**src/rtl/inv_fa_sample_ctrl.sv**
```systemverilog
// -----------------------------------------------------------------------------
// inv_fa_sample_ctrl
//
// Sequencing controller for a single invertible full-adder p-bit network
// (a, b, cin, s, cout). For every operation it:
//   1. captures the mode, the operand/clamp bits and the update-mode request,
//   2. holds the adder network in reset for one LOAD cycle with the clamps
//      already applied,
//   3. anneals the network by stepping I_0 from I0_START up to I0_END,
//   4. counts the ones seen on each p-bit over an N_SAMPLES-cycle window,
//   5. publishes the per-bit counts plus a strict-majority vote and pulses done.
//
// This block is the only driver of the adder's I_0, clamp, update_mode and
// reset inputs. Every output comes straight from a flop.
//
// Ports
//   clk          in   clock
//   reset        in   synchronous active-high reset
//   start        in   single-cycle operation request, honoured only in IDLE
//   abort        in   return to IDLE from any busy state, no done pulse
//   mode         in   00 forward, 01 inverse, 10 subtract, 11 free-run
//   op_bits      in   clamp values {cout, s, cin, b, a}
//   upd_mode_in  in   update-sequencer mode request
//   p_bits       in   adder p-bit outputs {cout, s, cin, b, a}
//   fa_reset     out  reset to the adder network
//   I_0          out  inverse temperature to the adder
//   update_mode  out  update-sequencer mode, valid from LOAD through DONE
//   *_clamp      out  per-bit clamp control, bit1 = enable, bit0 = value
//   busy         out  high in every state except IDLE
//   done         out  one-cycle pulse when counts/result are valid
//   counts       out  per-bit ones-counts {cout, s, cin, b, a}, a in the LSBs
//   result       out  majority vote per bit, same order as p_bits
// -----------------------------------------------------------------------------
module inv_fa_sample_ctrl #(
    parameter int unsigned N_SAMPLES      = 1024,
    parameter int unsigned CNT_W          = 16,
    parameter logic [3:0]  I0_START       = 4'd1,
    parameter logic [3:0]  I0_END         = 4'd8,
    parameter int unsigned I0_STEP_CYCLES = 64
) (
    input  logic               clk,
    input  logic               reset,
    input  logic               start,
    input  logic               abort,
    input  logic [1:0]         mode,
    input  logic [4:0]         op_bits,
    input  logic               upd_mode_in,
    input  logic [4:0]         p_bits,
    output logic               fa_reset,
    output logic [3:0]         I_0,
    output logic               update_mode,
    output logic [1:0]         a_clamp,
    output logic [1:0]         b_clamp,
    output logic [1:0]         cin_clamp,
    output logic [1:0]         s_clamp,
    output logic [1:0]         cout_clamp,
    output logic               busy,
    output logic               done,
    output logic [5*CNT_W-1:0] counts,
    output logic [4:0]         result
);

    // Bit positions inside op_bits / p_bits / counts / result.
    localparam int unsigned BIT_A    = 0;
    localparam int unsigned BIT_B    = 1;
    localparam int unsigned BIT_CIN  = 2;
    localparam int unsigned BIT_S    = 3;
    localparam int unsigned BIT_COUT = 4;

    // Step counter only needs to reach I0_STEP_CYCLES-1; keep it at least 1 bit
    // wide so the no-anneal configuration still elaborates cleanly.
    localparam int unsigned STEP_W = (I0_STEP_CYCLES > 1) ? $clog2(I0_STEP_CYCLES) : 1;
    localparam logic [STEP_W-1:0] STEP_LAST =
        STEP_W'((I0_STEP_CYCLES > 0) ? (I0_STEP_CYCLES - 1) : 0);
    localparam logic [CNT_W-1:0]  SAMPLE_LAST = CNT_W'(N_SAMPLES - 1);
    // Majority threshold compared against 2*count, hence one extra bit.
    localparam logic [CNT_W:0]    MAJ_LIMIT   = (CNT_W + 1)'(N_SAMPLES);

    typedef enum logic [2:0] {
        ST_IDLE,
        ST_LOAD,
        ST_ANNEAL,
        ST_SAMPLE,
        ST_DONE
    } state_e;

    typedef enum logic [1:0] {
        MODE_FWD  = 2'b00,
        MODE_INV  = 2'b01,
        MODE_SUB  = 2'b10,
        MODE_FREE = 2'b11
    } mode_e;

    typedef logic [4:0][1:0]       clamp_t;
    typedef logic [4:0][CNT_W-1:0] count_t;

    // Which bits are pinned for each mode; a pinned bit is driven {1, op_bit},
    // a free bit is left at 2'b00 so the network can settle it.
    function automatic clamp_t clamp_map(input logic [1:0] m, input logic [4:0] op);
        logic [4:0] en;
        clamp_t     cl;
        case (mode_e'(m))
            MODE_FWD:  en = (5'b1 << BIT_A) | (5'b1 << BIT_B) | (5'b1 << BIT_CIN);
            MODE_INV:  en = (5'b1 << BIT_S) | (5'b1 << BIT_COUT);
            MODE_SUB:  en = (5'b1 << BIT_A) | (5'b1 << BIT_S) | (5'b1 << BIT_CIN);
            MODE_FREE: en = 5'b00000;
            default:   en = 5'b00000;
        endcase
        for (int i = 0; i < 5; i++) begin
            cl[i] = en[i] ? {1'b1, op[i]} : 2'b00;
        end
        return cl;
    endfunction

    state_e            state_q;
    clamp_t            clamp_q;
    logic [3:0]        i0_q;
    logic              fa_reset_q;
    logic              update_mode_q;
    logic              busy_q;
    logic              done_q;
    count_t            counts_q;
    logic [4:0]        result_q;
    logic [STEP_W-1:0] step_q;
    logic [CNT_W-1:0]  sample_q;

    count_t            counts_d;
    logic [4:0]        result_d;

    // Counts after the current sample edge and the vote they would produce.
    // The vote is only latched on the last sample edge, so it always sees the
    // complete window including that final sample.
    // NOTE: every always_comb output gets an assignment on every path; here the
    // loop covers all five bits unconditionally, so no latch can be inferred.
    always_comb begin
        for (int i = 0; i < 5; i++) begin
            counts_d[i] = counts_q[i] + CNT_W'(p_bits[i]);
            // Strict majority: 2*count > N_SAMPLES, so a tie votes 0.
            result_d[i] = ({counts_d[i], 1'b0} > MAJ_LIMIT);
        end
    end

    // Single-process FSM: state and every output flop are updated together so
    // the outputs line up exactly with the state they describe.
    // NOTE: sequential state uses non-blocking assignments only, so every flop
    // samples the pre-edge value of every other flop regardless of statement
    // order; later assignments in the same edge simply override earlier ones.
    // NOTE: the five counters are ordinary flops, not a memory, so clearing them
    // in reset is cheap and gives a defined counts output from power-up.
    always_ff @(posedge clk) begin
        if (reset) begin
            state_q       <= ST_IDLE;
            clamp_q       <= '0;
            i0_q          <= '0;
            fa_reset_q    <= 1'b1;
            update_mode_q <= 1'b0;
            busy_q        <= 1'b0;
            done_q        <= 1'b0;
            counts_q      <= '0;
            result_q      <= '0;
            step_q        <= '0;
            sample_q      <= '0;
        end else if (abort && (state_q != ST_IDLE)) begin
            // Abort drops the operation on the spot: partial counts and the
            // previous result are left untouched, and no done is produced.
            state_q       <= ST_IDLE;
            clamp_q       <= '0;
            i0_q          <= '0;
            fa_reset_q    <= 1'b1;
            update_mode_q <= 1'b0;
            busy_q        <= 1'b0;
            done_q        <= 1'b0;
        end else begin
            done_q <= 1'b0;
            unique case (state_q)
                ST_IDLE: begin
                    // abort in IDLE has nothing to cancel but still swallows
                    // a coincident start.
                    if (start && !abort) begin
                        state_q       <= ST_LOAD;
                        clamp_q       <= clamp_map(mode, op_bits);
                        update_mode_q <= upd_mode_in;
                        i0_q          <= I0_START;
                        fa_reset_q    <= 1'b1;
                        busy_q        <= 1'b1;
                        counts_q      <= '0;
                    end
                end

                ST_LOAD: begin
                    fa_reset_q <= 1'b0;
                    step_q     <= '0;
                    sample_q   <= '0;
                    if (I0_STEP_CYCLES == 0) begin
                        state_q <= ST_SAMPLE;
                        i0_q    <= I0_END;
                    end else begin
                        state_q <= ST_ANNEAL;
                    end
                end

                ST_ANNEAL: begin
                    // Each I_0 value, I0_END included, is held for exactly
                    // I0_STEP_CYCLES cycles before moving on.
                    if (step_q == STEP_LAST) begin
                        step_q <= '0;
                        if (i0_q == I0_END) begin
                            state_q <= ST_SAMPLE;
                        end else begin
                            i0_q <= i0_q + 4'd1;
                        end
                    end else begin
                        step_q <= step_q + STEP_W'(1);
                    end
                end

                ST_SAMPLE: begin
                    counts_q <= counts_d;
                    if (sample_q == SAMPLE_LAST) begin
                        state_q    <= ST_DONE;
                        result_q   <= result_d;
                        done_q     <= 1'b1;
                        i0_q       <= '0;
                        clamp_q    <= '0;
                        fa_reset_q <= 1'b1;
                    end else begin
                        sample_q <= sample_q + CNT_W'(1);
                    end
                end

                ST_DONE: begin
                    state_q       <= ST_IDLE;
                    busy_q        <= 1'b0;
                    update_mode_q <= 1'b0;
                end

                default: begin
                    state_q <= ST_IDLE;
                end
            endcase
        end
    end

    assign fa_reset    = fa_reset_q;
    assign I_0         = i0_q;
    assign update_mode = update_mode_q;
    assign a_clamp     = clamp_q[BIT_A];
    assign b_clamp     = clamp_q[BIT_B];
    assign cin_clamp   = clamp_q[BIT_CIN];
    assign s_clamp     = clamp_q[BIT_S];
    assign cout_clamp  = clamp_q[BIT_COUT];
    assign busy        = busy_q;
    assign done        = done_q;
    assign counts      = counts_q;
    assign result      = result_q;

endmodule

```
**config.mk**
```make
export PLATFORM = sky130hd
export DESIGN_NAME = inv_fa_sample_ctrl
export DESIGN_NICKNAME = d
export VERILOG_FILES = /design/src/rtl/inv_fa_sample_ctrl.sv
export SDC_FILE = /design/constraint.sdc
export NUM_CORES = 1
export LEC_CHECK = 0
export ABC_CLOCK_PERIOD_IN_PS = 2900
export CORE_ASPECT_RATIO = 1.1
export CORE_UTILIZATION = 49
export CTS_CLUSTER_SIZE = 25
export DETAILED_ROUTE_END_ITERATION = 10
export PLACE_DENSITY = 0.82
export REMOVE_ABC_BUFFERS = 1
export SYNTH_ARGS = -nofsm -noshare
export SYNTH_HDL_FRONTEND = slang
export SYNTH_SLANG_ARGS = --single-unit
```
**constraint.sdc**
```tcl
create_clock -name clk -period 2.9 [get_ports clk]
set_clock_uncertainty 0.05 [all_clocks]
set_input_delay 0.87 -clock clk [delete_from_list [all_inputs] [get_ports clk]]
set_output_delay 0.87 -clock clk [all_outputs]
set_load 0.05 [all_outputs]
```
# After elaboration in Yosys (flattened, before gate mapping)

Cells that the tools add are included.

Flip-flop bits (word level): 128
Bits of input ports: 17
Output and inout port bits: 103
Word-level logic and storage cells: 109

$add $sub $neg: 8
$lt $le $gt $ge: 5
Eq/ne operators: 16
Multiplexer cells: 36
Bitwise logic cells: 2
Reductions and logical operators: 23

Operators by type and width:

| kind                                                                   | number |
|---|---|
| 80-bit case mux with 2 select lines                                    | 1 |
| 17-bit by 11-bit > comparator with 1-bit output, second input constant | 5 |
| 16-bit by 1-bit adder with 16-bit output                               | 5 |
| 80-bit two-way mux                                                     | 1 |
| 16-bit case mux with 2 select lines                                    | 1 |
| 10-bit two-way mux                                                     | 2 |
| 5-bit two-way mux                                                      | 4 |
| 10-bit case mux with 2 select lines                                    | 1 |
| 5-bit case mux with 4 select lines                                     | 1 |
| 16-bit by 1-bit adder with 16-bit output, second input constant        | 1 |
| 16-bit by 10-bit == test with 1-bit output, second input constant      | 1 |
| 16-bit two-way mux                                                     | 1 |
| 4-bit two-way mux                                                      | 4 |
| 3-bit AND reduction                                                    | 5 |
| 3-bit two-way mux                                                      | 4 |
| 2-bit != test, second input constant                                   | 6 |
| 3-bit case mux with 4 select lines                                     | 1 |
| 4-bit case mux with 3 select lines                                     | 1 |
| 6-bit case mux with 2 select lines                                     | 1 |
| 2-bit two-way mux                                                      | 5 |
| 3-bit nonzero test                                                     | 3 |
| 2-bit nonzero test                                                     | 4 |
| 6-bit by 1-bit adder with 6-bit output, second input constant          | 1 |
| 3-bit by 2-bit == test with 1-bit output, second input constant        | 2 |
| 21 further kinds                                                       | 29 |

# Logic depth before layout (Yosys ltp)

Gate-level depths: netlist (run 1).

Depth after elaboration: 9
Mapped depth: 8
Mapped depth without buffers: 8

# Worst setup path before layout (run 1)

OpenSTA, ideal clock, no wires.

Path type: in2reg
From: input port p_bits[4]
To: register result_q[4], in the netlist result[4]
Setup time: 132 ps
Arrival: 2743 ps
Required time: 2718 ps
Slack: -25 ps
Cell stages on the path: 8
Buffers on the path: 0
Path through: ha_1 ha_1 nand3_1 nor2_4 nand4_4 or3_1 a2111oi_2 nor3_1

Longest elaborated chain between the ends: 2

Ends and longest elaborated chain:

| item                                            | RTL line | source |
|---|---|---|
| start: declaration                              | 48       | `input logic [4:0] p_bits,` |
| 16-bit by 1-bit adder with 16-bit output        | 137      | `counts_d[i] = counts_q[i] + CNT_W'(p_bits[i]);` |
| 17-bit by 11-bit > comparator with 1-bit output | 139      | `result_d[i] = ({counts_d[i], 1'b0} > MAJ_LIMIT);` |
| end signal: assignment                          | 221      | `result_q <= result_d;` |
| end: declaration                                | 123      | `logic [4:0] result_q;` |

No other way between the ends.
A chain may end at the register's enable or synchronous reset.

# Worst setup path after layout (run 1)

From: register counts_q (netlist bit counts[13])
To: output port counts[13]

RTL lines:

| item                     | RTL line | source |
|---|---|---|
| start: declaration       | 122      | `count_t counts_q;` |
| start signal: assignment | 218      | `counts_q <= counts_d;` |
| end: declaration         | 59       | `output logic [5*CNT_W-1:0] counts,` |

No word-level cell between the ends.

==> results of run 1 <==
[through the flow]
step           setup TNS, ns  setup slack [ns]  cell area (um^2)  hold WS (ns)  utilization
2_1_floorplan          -7.46            -0.413              6910         0.416            -
3_3_place_gp          -0.645            -0.241              8850         0.401        0.617
4_1_cts                    0             0.126              9480         0.411        0.662
5_1_grt                    0            0.0100              9510         0.421        0.663
3_5_place_dp          -0.834            -0.269              8850         0.388        0.617
6_report                   0             0.132              9510         0.406        0.663
[flip-flops by register name, summed over array words and instances (netlist names)]
signal / count
I_0: 4
a_clamp: 2
b_clamp: 2
busy: 1
cin_clamp: 1
counts: 80
cout_clamp: 2
done: 1
fa_reset: 1
result: 5
s_clamp: 2
sample_q: 16
state_q: 3
step_q: 6
update_mode: 1
[cell usage after synthesis (6+ instances only)]
cell / instances / area [um^2]
a22oi_1: 9 / 67.6
a21oi_1: 101 / 505
nand4b_1: 11 / 96.3
nand3b_1: 21 / 158
or3_1: 12 / 75.1
a31oi_1: 15 / 93.8
o21bai_1: 6 / 45.0
nand3_1: 46 / 230
clkbuf_1: 44 / 165
nor3_1: 33 / 165
o21ai_0: 66 / 330
ha_1: 17 / 213
nand4_1: 22 / 138
and4_1: 9 / 78.8
nor2_1: 112 / 420
and3_1: 23 / 144
nand2_1: 62 / 233
and2_1: 7 / 43.8
dfxtp_1: 127 / 2540
inv_1: 14 / 52.6
xnor2_1: 22 / 193
buf_2: 13 / 65.1
a311oi_1: 7 / 61.3
nor4_1: 15 / 93.8
xor2_1: 21 / 184
[area by class of cell]
cell class | instances | area share
Inverter | 14 | 0.00553
Timing Repair Buffer | 186 | 0.178
Clock inverter | 15 | 0.0222
Multi-Input combinational cell | 718 | 0.457
Clock buffer | 17 | 0.0447
Sequential cell | 127 | 0.267
Tap cell | 192 | 0.0253
[layer usage]
layer / routed length [um] / share of wire / track usage
met5: 0 / 0 / 0
met3: 1080 / 0.053 / 0.0470
met2: 10200 / 0.50 / 0.469
met4: 388 / 0.019 / 0.121
met1: 8620 / 0.43 / 0.315
[how the worst max path moves through the flow]
stage,start,end,slack (ns),cells past startpoint
floorplan,abort,counts[79],-0.41,5
global placement,p_bits[4],result[4],-0.24,10
detailed placement,p_bits[4],result[4],-0.27,10
CTS,counts[13],counts[13],0.13,1
global route,p_bits[4],result[4],0.01,10
finish,counts[13],counts[13],0.13,1
[report_power, final]
group	total (mW)	switching, mW	internal (mW)
clock	2.31	0.856	1.45
sequential	1.77	0.0134	1.76
combinational	0.243	0.159	0.0842
[cells in the final DEF (no fill, tap or decap), drive strengths merged, types with 12 or more instances in the layout]
cell type / count
dfxtp: 127
clkdlybuf4s50: 118
nor2: 113
a21oi: 101
buf: 68
o21ai: 66
nand2: 62
nand3: 46
nor3: 35
nand4: 25
and3: 23
xnor2: 22
nand3b: 21
xor2: 21
ha: 17
clkbuf: 17
inv: 17
nor4: 17
a31oi: 15
or3: 12
[cells by family after synthesis]
kind of cell | after synthesis | share of synthesized area
muxes | 6 | 0.00855
xor gates and xnor gates | 43 | 0.0525
and+or+nand+nor | 403 | 0.302
adders and majority gates | 17 | 0.0297
AOI/OAI and AO/OA | 249 | 0.209
DFF | 127 | 0.355
buffers and inverters | 77 | 0.0438
==> results.yml, run 1 <==
status:
  status: "finished, final reports clean"
timing:
  maxSlewHeadroom: 0.614
  hold_viol_final: 0
  rsz0062_at_grt: "false"
  finalCritPeriodShare: 0.955
  period_minus_slack_ns: 2.77
  max_freq_mhz: 361
  setup_violations: 0
  worst_pin_slew_ns: 0.577
  slew_violations: 0
run:
  drv_cap: 0
worst_setup_path:
  crit_type: "reg -> out"
  cp_slowest_cell: "clkdlybuf4s50_1"
  cp.arrival_ns: 1.85
  critPathTopFamily: "buffers and inverters"
  slowest_delay_ns: 0.88
  critPathBufInv: 1
  worst_ep_required_time_ns: 1.98
  path_cells: "clkdlybuf4s50_1"
  end_kind: "output port"
  timing.rr.end: "result[4]"
  worstRegToRegCells: 7
  path_max_fanout: 10
  startpoint_type: "register"
  reg2reg_setup_slack_ns: 0.58
  crit-reg2reg-launch: "sample_q[0]"
finish:
  area_delta_synth_final_pct: 32.6
  fin_nets: 1098
  layout.area.seq_mm2: 0.00254
  fill_cells: 1135
  final_cells: 1269
  multi_input_area_mm2: 0.00435
  drive_gt1_frac: 0.115
  num_antenna_cells: 0
floorplan:
  die-area_mm2: 0.0151
  die-width_um: 117
  num_rows: 46
  start_util: 0.500
  io_pins: 120
  die_y_um: 129
  fp.coreArea_mm2: 0.0143
synth:
  synth_cells: 922
  avgSynthCellArea_um2: 7.78
  async_flop_share: 0
  synth_edf_count: 0
  ys_ff_latch: 127
  ys_types: 69
  synthFlopType: "dfxtp_1"
  yosysSeqAreaShare: 0.355
  yosys_warnings: 0
  syn_area_mm2: 0.00717
global_route:
  grt_pass1_vias: 6981
  grt_first_pass_wirelength_mm: 33.0
  grt_max_degree: 44
  grt_overflow: 0
  antenna_found_initial: 0
  grtUsageTotal: 0.265
cts:
  ctsResizeCount: 0
  cts_setup_buffers: 0
  cts_tree: "yes"
  clk_pin_slew_ns: 0.06
  cts.sinks: 127
  cts_made_buffers: 17
  ctsHoldBuffers: 0
  clk_latency_ns: 0.42
  cts_buffer_depth: 2
  htree_num_levels: 4
  cts_root_buffer: "clkbuf_16"
placed_design:
  hpwl_mm: 13.2
  numPortBuffers: 119
  place_inst: 1237
  gp_congestion: 0.868
route:
  wl_per_cell_um: 16.0
  antenna_left: 0
  vias: 7575
  totalWireLength_mm: 20.3
  first_iter_violations: 615
  remaining_drc_errors: 0
  first_pass_iters: 5
  via_per_inst: 5.97
worst_hold_path:
  hold_class: "reg -> reg"
  whs_path_depth: 1
  holdCritStartpoint: "fa_reset"
  min_to: "fa_reset"
power:
  ir_drop_mv: 0.408
  p_per_area_mw_per_mm2: 454
  total_power_mw: 4.32
  leakage_nw: 3.41
No activity file was read; power rests on OpenSTA's default activity.
==> run 2, diff against run 1 <==
--- a/config.mk
+++ b/config.mk
@@ -7,10 +7,12 @@
 export LEC_CHECK = 0
 export ABC_CLOCK_PERIOD_IN_PS = 2900
 export CORE_ASPECT_RATIO = 1.1
-export CORE_UTILIZATION = 49
+export CORE_UTILIZATION = 50
+export CTS_BUF_LIST = sky130_fd_sc_hd__clkbuf_2
+export CTS_CLUSTER_DIAMETER = 120
 export CTS_CLUSTER_SIZE = 25
 export DETAILED_ROUTE_END_ITERATION = 10
-export PLACE_DENSITY = 0.82
+export PLACE_DENSITY = 0.84
 export REMOVE_ABC_BUFFERS = 1
 export SYNTH_ARGS = -nofsm -noshare
 export SYNTH_HDL_FRONTEND = slang
==> results.yml, run 2 (same netlist as run 1, synthesis figures left out) <==
finish:
  area_delta_synth_final_pct: 26.3
  multi_input_area_mm2: 0.00432
  mostFrequentLayoutCell: "dfxtp_1"
  layout_common_cells: "127 x dfxtp_1, 110 x nor2_1, 101 x a21oi_1"
  final_cells: 1267
  largest_register_ffs: 80
  layout.area.seq_mm2: 0.00254
  post-route-util: 0.651
  num_antenna_cells: 0
  drive_gt1_frac: 0.109
  fill_cells: 1243
  fin_nets: 1101
  fin_area_mm2: 0.00906
worst_setup_path:
  end_kind: "output port"
  cp.depth: 1
  critPathBufInv: 1
  crit-reg2reg-launch: "sample_q[0]"
  cp.arrival_ns: 1.91
  timing.rr.end: "result[4]"
  cp_slowest_cell: "clkdlybuf4s50_1"
  crit_type: "reg -> out"
  slowest_delay_ns: 0.81
  path_max_fanout: 2
  startpoint: "result[1]"
  endpoint: "result[1]"
  path_cells: "clkdlybuf4s50_1"
  worstRegToRegCells: 7
  reg2reg_setup_slack_ns: 0.51
  critPathTopFamily: "buffers and inverters"
  startpoint_type: "register"
  worst_ep_required_time_ns: 1.98
timing:
  hold_viol_final: 0
  worst_pin_slew_ns: 0.612
  setup_violations: 0
  max_freq_mhz: 354
  maxSlewHeadroom: 0.591
  slew_violations: 0
  setup_ws_ns: 0.0729
  finalSetupTns_ns: 0
  period_minus_slack_ns: 2.83
  finalCritPeriodShare: 0.975
  worst_hold_slack_ns: 0.442
  rsz0062_at_grt: "false"
cts:
  clk_latency_ns: 0.72
  htree_num_levels: 4
  cts_buffer_depth: 2
  ctsHoldBuffers: 0
  cts.sinks: 127
  cts_root_buffer: "clkbuf_2"
  cts_made_buffers: 17
  clk_pin_slew_ns: 0.17
  cts_tree: "yes"
floorplan:
  num_rows: 45
  io_pins: 120
  start_util: 0.516
  die-width_um: 116
  fp.coreArea_mm2: 0.0139
  die-area_mm2: 0.0148
  die_y_um: 128
placed_design:
  place_inst: 1236
  numPortBuffers: 119
  gp_congestion: 0.840
  dpl-instance-area_mm2: 0.00890
  dpl_worst_slack_ns: -0.298
  hpwl_mm: 13.1
global_route:
  grtUsageTotal: 0.267
  antenna_found_initial: 0
  grt_overflow: 0
  grt_pass1_vias: 6733
  grt_first_pass_wirelength_mm: 31.8
  grt_max_degree: 94
route:
  vias: 7506
  first_pass_iters: 5
  wl_per_cell_um: 15.2
  antenna_left: 0
  via_per_inst: 5.92
  remaining_drc_errors: 0
  totalWireLength_mm: 19.3
  first_iter_violations: 685
power:
  leakage_nw: 3.86
  ir_drop_mv: 0.223
  p_per_area_mw_per_mm2: 344
  total_power_mw: 3.11
worst_hold_path:
  hold_class: "reg -> reg"
  holdCritStartpoint: "counts[64]"
run:
  drv_cap: 0
status:
  status: "finished, final reports clean"
-- run 2: how the worst min path moves through the flow --
stage	end	slack (ns)	cells past startpoint
after floorplan	step_q[4]	0.42	2
after CTS	counts[64]	0.45	2
after detailed placement	fa_reset	0.40	1
after global routing	counts[64]	0.47	2
final	counts[64]	0.44	2
after global placement	fa_reset	0.40	1
-- run 2: area by class of cell --
cell class | instances | share of cell area
Multi-Input combinational cell | 718 | 0.477
Sequential cell | 127 | 0.281
Timing Repair Buffer | 189 | 0.185
Tap cell | 188 | 0.0260
Clock inverter | 10 | 0.0133
Clock buffer | 21 | 0.0116
Inverter | 14 | 0.00580
-- run 2: metal layers --
layer  global-route usage  part of all wire  up-vias
met1                0.329              0.43     3526
met4                0.104             0.023        0
li1                     -                 -     3674
met5                    0                 0        -
met3               0.0579             0.060       46
met2                0.452              0.49      260
-- run 2: tightest hold or removal path, cell delays in order (launching register included) --
cell and delay [ns]:
dfxtp_1 0.36, nand2_1 0.06, a21oi_1 0.05
-- run 2: what timing repair did --
action / in CTS / in global routing
resized for setup: 78 / 12
endpoints found under the setup margin: 78 / 12
buffers inserted: 0 / 0
-- run 2: power by group --
part           internal, mW  switching [mW]  leakage, nW
clock                 0.475           0.624        0.148
sequential             1.76          0.0126         1.02
combinational        0.0882           0.156         2.69
==> run 3, diff against run 2 <==
==> constraint.sdc (replaced) <==
create_clock -name clk -period 2.9 [get_ports clk]
set_clock_uncertainty 0.05 [all_clocks]
set_input_delay 0.58 -clock clk [delete_from_list [all_inputs] [get_ports clk]]
set_output_delay 0.58 -clock clk [all_outputs]
set_load 0.05 [all_outputs]
==> results.yml, run 3 (same netlist as run 1, synthesis figures left out) <==
worst_hold_path:
  hold_class: "in -> reg"
worst_setup_path:
  crit-reg2reg-launch: "sample_q[0]"
  end_kind: "output port"
  reg2reg_setup_slack_ns: 0.56
  cp.depth: 1
  cp.arrival_ns: 2.15
  crit_type: "reg -> out"
  critPathTopFamily: "buffers and inverters"
  critPathBufInv: 1
  timing.rr.end: "result[4]"
  path_cells: "clkdlybuf4s50_1"
  cp_slowest_cell: "clkdlybuf4s50_1"
  startpoint_type: "register"
  slowest_delay_ns: 0.87
  path_max_fanout: 10
  worst_ep_required_time_ns: 2.27
  startpoint: "counts[23]"
  worstRegToRegCells: 7
  endpoint: "counts[23]"
cts:
  cts_made_buffers: 17
  ctsResizeCount: 0
  ctsHoldBuffers: 0
  cts_setup_buffers: 0
  clk_pin_slew_ns: 0.21
  cts_root_buffer: "clkbuf_2"
  cts.sinks: 127
  cts_tree: "yes"
  htree_num_levels: 4
  clk_latency_ns: 0.72
  cts_buffer_depth: 2
global_route:
  grtUsageTotal: 0.262
  grt_first_pass_wirelength_mm: 31.2
  grt_overflow: 0
  grt_pass1_vias: 6717
  antenna_found_initial: 0
  grt_max_degree: 94
finish:
  mostFrequentLayoutCell: "dfxtp_1"
  fin_nets: 1067
  fill_cells: 1183
  layout_common_cells: "127 x dfxtp_1, 112 x clkdlybuf4s50_1, 110 x nor2_1"
  drive_gt1_frac: 0.0841
  area_delta_synth_final_pct: 24.7
  largest_register_ffs: 80
  num_antenna_cells: 0
power:
  total_power_mw: 3.19
  ir_drop_mv: 0.271
  leakage_nw: 3.24
  p_per_area_mw_per_mm2: 357
status:
  status: "finished, final reports clean"
route:
  totalWireLength_mm: 19.3
  vias: 7389
  first_iter_violations: 608
  via_per_inst: 5.99
  antenna_left: 0
  first_pass_iters: 5
  remaining_drc_errors: 0
  wl_per_cell_um: 15.7
floorplan:
  start_util: 0.516
  fp.coreArea_mm2: 0.0139
  die-area_mm2: 0.0148
  num_rows: 45
  die-width_um: 116
  die_y_um: 128
  io_pins: 120
placed_design:
  hpwl_mm: 13.1
  gp_congestion: 0.844
  numPortBuffers: 119
timing:
  finalCritPeriodShare: 0.958
  setup_violations: 0
  max_freq_mhz: 360
  rsz0062_at_grt: "false"
  worst_hold_slack_ns: 0.354
  slew_violations: 0
  maxSlewHeadroom: 0.586
  worst_pin_slew_ns: 0.615
  hold_viol_final: 0
  finalSetupTns_ns: 0
  period_minus_slack_ns: 2.78
run:
  drv_cap: 0
-- run 3: area by class of cell --
type	count	area (um^2)	area share
inverters	14	52.6	0.00588
multi-input cells	718	4320	0.483
well taps	188	235	0.0263
clock buffers	17	85.1	0.00951
clock inverters	15	170	0.0190
flip-flops and latches	127	2540	0.284
repair buffers	155	1530	0.172
-- run 3: how the worst min path moves through the flow --
| stage | slack (ns) | cells after the start | end | from |
|---|---|---|---|---|
| 6_report | 0.35 | 4 | I_0[2] | reset |
| 5_1_grt | 0.32 | 4 | I_0[1] | reset |
| 4_1_cts | 0.30 | 4 | I_0[1] | reset |
| 3_5_place_dp | 0.40 | 1 | fa_reset | fa_reset |
| 3_3_place_gp | 0.40 | 1 | fa_reset | fa_reset |
| 2_1_floorplan | 0.42 | 2 | step_q[4] | step_q[4] |
-- run 3: power breakdown --
part	switching (mW)	total, mW	internal (mW)
Clock	0.706	1.18	0.475
Combinational	0.156	0.241	0.0841
Sequential	0.0127	1.77	1.76
-- run 3: per-stage QoR --
stage          setup WS (ns)  utilization  area (um^2)  cells
6_report               0.121        0.643         8940   1234
5_1_grt              0.00274        0.643         8940   1234
4_1_cts               0.0121        0.642         8930   1234
3_5_place_dp         -0.0323        0.624         8670   1202
3_3_place_gp          0.0496        0.624         8670   1202
2_1_floorplan         -0.123            -         6910    859
-- run 3: per-layer routing --
metal	track usage	vias to the layer above	routed length, um
met1	0.320	3505	8350
li1	-	3608	-
met5	0	-	0
met2	0.439	238	9550
met4	0.111	0	378
met3	0.0612	38	1060
